==> src/rtl/regfile_write_arbiter.sv <==
// Two-port write arbiter for the register file write port.
// Port 0 is core writeback, port 1 is the debug/test loader. Port 1 can
// hold the port for a locked burst. After MAX_LOCK cycles in the lock, a
// waiting port-0 request preempts that burst.
// Optional build macro: RFARB_STATS_EN adds saturating grant and
// preemption counters as extra outputs.
`timescale 1ns/1ps
module regfile_write_arbiter #(
  parameter int ADDR_W   = 5,
  parameter int DATA_W   = 32,
  parameter int MAX_LOCK = 8
) (
  input  logic              clk,
  input  logic              reset,
  input  logic              req0_valid,
  output logic              req0_ready,
  input  logic [ADDR_W-1:0] req0_addr,
  input  logic [DATA_W-1:0] req0_data,
  input  logic              req1_valid,
  output logic              req1_ready,
  input  logic [ADDR_W-1:0] req1_addr,
  input  logic [DATA_W-1:0] req1_data,
  input  logic              req1_lock,
  output logic              rf_we,
  output logic [ADDR_W-1:0] rf_waddr,
  output logic [DATA_W-1:0] rf_wdata,
  output logic              lock_active
`ifdef RFARB_STATS_EN
  ,
  output logic [15:0]       grant0_cnt,
  output logic [15:0]       grant1_cnt,
  output logic [15:0]       preempt_cnt
`endif
);

  localparam int CNT_W = $clog2(MAX_LOCK + 1);

  typedef enum logic {ST_RR = 1'b0, ST_LOCK1 = 1'b1} state_t;

  state_t             state_q, state_d;
  logic               last_grant_q, last_grant_d;
  logic [CNT_W-1:0]   lock_cnt_q, lock_cnt_d;
  logic               rf_we_q;
  logic [ADDR_W-1:0]  rf_waddr_q;
  logic [DATA_W-1:0]  rf_wdata_q;
  logic               preempt;
  logic               xfer0;
  logic               xfer1;
  logic               cnt_at_max;

  assign cnt_at_max = (lock_cnt_q == CNT_W'(MAX_LOCK));
  assign xfer0      = req0_valid & req0_ready;
  assign xfer1      = req1_valid & req1_ready;

  // Grant decision: pure function of state, last grant, lock count and valids.
  always_comb begin
    req0_ready = 1'b0;
    req1_ready = 1'b0;
    preempt    = 1'b0;
    case (state_q)
      ST_RR: begin
        if (req0_valid && req1_valid) begin
          // Tie goes to the port opposite the last one served.
          if (last_grant_q) req0_ready = 1'b1;
          else              req1_ready = 1'b1;
        end else if (req0_valid) begin
          req0_ready = 1'b1;
        end else if (req1_valid) begin
          req1_ready = 1'b1;
        end
      end
      ST_LOCK1: begin
        if (cnt_at_max && req0_valid) begin
          req0_ready = 1'b1;
          preempt    = 1'b1;
        end else begin
          req1_ready = req1_valid;
        end
      end
      default: ;
    endcase
  end

  // Next-state: lock entry/exit, lock age counter, round-robin pointer.
  always_comb begin
    state_d      = state_q;
    last_grant_d = last_grant_q;
    lock_cnt_d   = lock_cnt_q;
    if (xfer0) last_grant_d = 1'b0;
    if (xfer1) last_grant_d = 1'b1;
    case (state_q)
      ST_RR: begin
        if (xfer1 && req1_lock) begin
          state_d    = ST_LOCK1;
          lock_cnt_d = CNT_W'(1);
        end
      end
      ST_LOCK1: begin
        // The lock ages every cycle, idle or not, and saturates.
        lock_cnt_d = cnt_at_max ? lock_cnt_q : lock_cnt_q + CNT_W'(1);
        if (preempt) begin
          state_d      = ST_RR;
          lock_cnt_d   = '0;
          last_grant_d = 1'b0;
        end else if (xfer1 && !req1_lock) begin
          state_d      = ST_RR;
          lock_cnt_d   = '0;
          last_grant_d = 1'b1;
        end
      end
      default: state_d = ST_RR;
    endcase
  end

  // Arbitration state registers.
  always_ff @(posedge clk or negedge reset) begin
    if (!reset) begin
      state_q      <= ST_RR;
      last_grant_q <= 1'b1;
      lock_cnt_q   <= '0;
    end else begin
      state_q      <= state_d;
      last_grant_q <= last_grant_d;
      lock_cnt_q   <= lock_cnt_d;
    end
  end

  // Registered write port. Writes to x0 update address/data but do not enable.
  always_ff @(posedge clk or negedge reset) begin
    if (!reset) begin
      rf_we_q    <= 1'b0;
      rf_waddr_q <= '0;
      rf_wdata_q <= '0;
    end else begin
      rf_we_q <= 1'b0;
      if (xfer0) begin
        rf_we_q    <= (req0_addr != '0);
        rf_waddr_q <= req0_addr;
        rf_wdata_q <= req0_data;
      end else if (xfer1) begin
        rf_we_q    <= (req1_addr != '0);
        rf_waddr_q <= req1_addr;
        rf_wdata_q <= req1_data;
      end
    end
  end

  assign rf_we       = rf_we_q;
  assign rf_waddr    = rf_waddr_q;
  assign rf_wdata    = rf_wdata_q;
  assign lock_active = (state_q == ST_LOCK1);

`ifdef RFARB_STATS_EN
  logic [15:0] grant0_cnt_q, grant1_cnt_q, preempt_cnt_q;

  // Saturating event counters for transfers and preemptions.
  always_ff @(posedge clk or negedge reset) begin
    if (!reset) begin
      grant0_cnt_q  <= '0;
      grant1_cnt_q  <= '0;
      preempt_cnt_q <= '0;
    end else begin
      if (xfer0 && grant0_cnt_q != 16'hFFFF)    grant0_cnt_q  <= grant0_cnt_q + 16'd1;
      if (xfer1 && grant1_cnt_q != 16'hFFFF)    grant1_cnt_q  <= grant1_cnt_q + 16'd1;
      if (preempt && preempt_cnt_q != 16'hFFFF) preempt_cnt_q <= preempt_cnt_q + 16'd1;
    end
  end

  assign grant0_cnt  = grant0_cnt_q;
  assign grant1_cnt  = grant1_cnt_q;
  assign preempt_cnt = preempt_cnt_q;
`endif

endmodule
==> config.mk <==
export PLATFORM = sky130hd
export DESIGN_NAME = regfile_write_arbiter
export DESIGN_NICKNAME = d
export VERILOG_FILES = /design/src/rtl/regfile_write_arbiter.sv
export SDC_FILE = /design/constraint.sdc
export NUM_CORES = 1
export LEC_CHECK = 0
export CAP_MARGIN = 5
export CORE_ASPECT_RATIO = 0.9
export CORE_MARGIN = 4
export CORE_UTILIZATION = 35
export CTS_BUF_LIST = sky130_fd_sc_hd__clkbuf_8
export CTS_CLUSTER_SIZE = 8
export DETAILED_ROUTE_END_ITERATION = 12
export PLACE_DENSITY = 0.86
export SYNTH_ARGS = -nofsm -noshare
export SYNTH_HDL_FRONTEND = slang
export SYNTH_SLANG_ARGS = --single-unit
==> constraint.sdc <==
create_clock -name clk -period 1.7 [get_ports clk]
set_input_delay 0.34 -clock clk [delete_from_list [all_inputs] [get_ports clk]]
set_output_delay 0.34 -clock clk [all_outputs]
set_load 0.05 [all_outputs]
==> flow_metrics.env <==
export IMPL_drtIter0Drc=58
export IMPL_clkSinkCount=44
export IMPL_crit_path_end_kind="primary output"
export IMPL_port_buffers=119
export IMPL_grt_pass1_wl_um=9760
export IMPL_cts_clk_slew_worst_paths_ns=0.08
export IMPL_wl_per_cell_um=16.8
export IMPL_num_rows=26
export IMPL_yosysMostFrequentCell="dfrtp_1"
export IMPL_hpwl_um=4540
export IMPL_synth_ff_latch_count=44
export IMPL_synth_edff_count=0
export IMPL_power_switching_uw=1650
export IMPL_routed_wirelength_um=6560
export IMPL_synth_cells=175
export IMPL_outcome="finished, violations left"
export IMPL_synth_area_leaders="dfrtp_1 51%, a221o_1 18%, and2_1 11%"
export IMPL_ant_nets=0
export IMPL_fin_crit_sh_pct=113
export IMPL_area_growth_synth_to_final_pct=80.1
export IMPL_post_route_drc_count=0
export IMPL_fin_ws_ns=-0.220
export IMPL_crit_fanout=2
export IMPL_max_freq_mhz=521
export IMPL_rsz0062_at_grt="true"
export IMPL_die_area_um2=7280
export IMPL_first_pass_iters=4
export IMPL_cts_hold_buf=0
export IMPL_pin_count=120
export IMPL_syn_num_nets=256
export IMPL_clkPwrFrac_pct=15.5
export IMPL_p_leak_uw=0.00169
export IMPL_finish_net_count=400
export IMPL_grt_max_degree=26
export IMPL_synth_common_cells="43 x dfrtp_1, 37 x a221o_1, 37 x and2_1"
export IMPL_worstMarginPinSlew_ns=0.466
export IMPL_power_internal_uw=2560
export IMPL_tritoncts="yes"
export IMPL_peakVddDrop_v=0.000679
export IMPL_r2r_start="lock_cnt_q[0]$_DFFE_PN0P_"
export IMPL_die_w_um=89.5
export IMPL_worstSetupPathType="flip-flop to primary output"
export IMPL_syn_area_per_cell_um2=12.0
export IMPL_p_total_uw=4210
export IMPL_dominantRegCellSynth="dfrtp_1"
export IMPL_routabilityCongestion=0.722
export IMPL_die_h_um=81.3
export IMPL_seq_power_share_pct=34.1
export IMPL_cts_buffer_depth=2
export IMPL_grt_total_usage_pct=18.0
export IMPL_first_global_vias=2042
export IMPL_syn_area_um2=2090
export IMPL_whs_ns=-0.00232
export IMPL_netlist_area_leader_share_pct=51.4
export IMPL_power_density_nw_per_um2=1120
export IMPL_numCtsBuffers=5
export IMPL_period_needed_ns=1.92
export IMPL_drv_slew=0
export IMPL_synth_largest_area_cell="dfrtp_1"
export IMPL_max_slew_margin_pct=69.0
export IMPL_avgViaCountPerCell=5.10
export IMPL_setup_violations=40
export IMPL_antenna_found_initial=0
export IMPL_num_vias=1988
export IMPL_ys_types=35
export IMPL_core_area_um2=5730
export IMPL_synth_warning_count=0
export IMPL_post_route_cells_drive_above_1_share_pct=29.4
export IMPL_clk_latency_ns=0.28
export IMPL_combPwrFrac_pct=50.4
export IMPL_synth_yosys_seq_area_share_pct=52.7
export IMPL_worstHoldPathType="input pin to asynchronous set/reset pin"
export IMPL_crit_start="lock_cnt_q[1]$_DFFE_PN0P_"
export IMPL_clock_skew_final_ns=0.00252
export IMPL_p_sw_share_pct=39.2
export IMPL_violations="hold timing, setup timing"
export IMPL_start_kind="flip-flop"
export IMPL_async_flop_share_pct=100
export IMPL_start_util_pct=36.5
export IMPL_hold_viol=7
export IMPL_cts_root_buf="clkbuf_8"
export IMPL_htreeDepth=2
export IMPL_diodes=0
export IMPL_cp_arrival_ns=1.58
export IMPL_grt_ovfl_total=0
export IMPL_required_ns=1.36
export IMPL_cap_violations=0
[final timing paths]
check | to | cells past startpoint | slack, ns
worst max-delay path | req1_ready | 7 | -0.22
worst min-delay path | rf_wdata[3]$_DFFE_PN0P_ | 1 | -0.002
worst max register to register | rf_wdata[21]$_DFFE_PN0P_ | 9 | -0.12
worst min register to register | rf_wdata[22]$_DFFE_PN0P_ | 1 | 0.52
max in group asynchronous | last_grant_q$_DFF_PN1_ | 2 | 1.14
min in group clk | rf_wdata[22]$_DFFE_PN0P_ | 1 | 0.52
[repair_timing]
| item | 4_1_cts | 5_1_grt |
|---|---|---|
| setup endpoints to repair | 38 | 40 |
| pin swaps | 4 | 18 |
| resized for setup | 10 | 7 |
| cloned | 3 | 2 |
| buffers inserted | 6 | 3 |
[stage by stage]
step | std cells | worst slack, ns | util, % | area (um^2) | TNS (ns)
2_1_floorplan | 175 | -0.0115 | - | 2100 | -0.312
3_3_place_gp | 368 | -0.192 | 59.6 | 3410 | -5.61
3_5_place_dp | 368 | -0.213 | 59.6 | 3410 | -6.43
4_1_cts | 385 | -0.265 | 64.0 | 3660 | -5.65
5_1_grt | 390 | -0.297 | 65.8 | 3770 | -6.30
6_report | 390 | -0.220 | 65.8 | 3770 | -3.82
[worst max-delay path, stage by stage (launching register included)]
cell and delay [ns]:
dfrtp_1 0.36, inv_2 0.06, ha_4 0.17, and4b_1 0.21, o21ai_2 0.16, nand2_2 0.10
inv_4 0.10, buf_12 0.14
[logic make-up after synthesis]
kind of cell    after synthesis  synth area share (%)
compound gates               51                  22.2
fa+ha+maj                     2                  1.20
buf+inv                      18                  5.14
flops                        44                  52.7
mux                           2                 0.957
simple gates                 58                  17.8
[state kept, by name, indices dropped and copies added (netlist names)]
register and cells:
rf_wdata 32, lock_cnt_q 4, last_grant_q 1, rf_we 1, rf_waddr 5, lock_active 1
[routing by layer]
metal | up-vias | share of wire, % | GRT usage (%)
li1 | 952 | - | -
met1 | 937 | 41 | 21.5
met2 | 90 | 49 | 30.9
met3 | 9 | 7.7 | 5.48
met4 | 0 | 1.6 | 5.65
met5 | - | 0 | 0
[final cells by class]
cell class | instances | area, um^2
fillers | 458 | 1960
repair buffers | 150 | 1540
flip-flops and latches | 44 | 1100
multi-input cells | 113 | 918
well taps | 70 | 87.6
clock buffers | 6 | 82.6
inverters | 5 | 21.3
clock inverters | 2 | 11.3
[power groups by stage]
stage	Sequential, uW	Clock [uW]	Combinational [uW]
floorplan	2050	0	500
global placement	1440	0	1850
detailed placement	1440	0	1890
CTS	1430	683	2030
global route	1460	728	2240
finish	1430	653	2120
[placed cells by master (no fill, tap or decap), types with 2 or more instances in the layout]
cell,instances
buf_16,2
nand3_1,3
dfrtp_1,42
or4_1,2
nor2b_1,2
a221o_1,37
mux2i_1,2
buf_4,55
a31oi_1,3
nand2_1,2
inv_1,3
buf_6,2
inv_2,2
clkdlybuf4s50_1,77
clkbuf_8,6
nor2_1,3
and2_1,37
buf_12,9
clkbuf_16,2
o21ai_0,5
No activity file was read; power rests on OpenSTA's default activity.
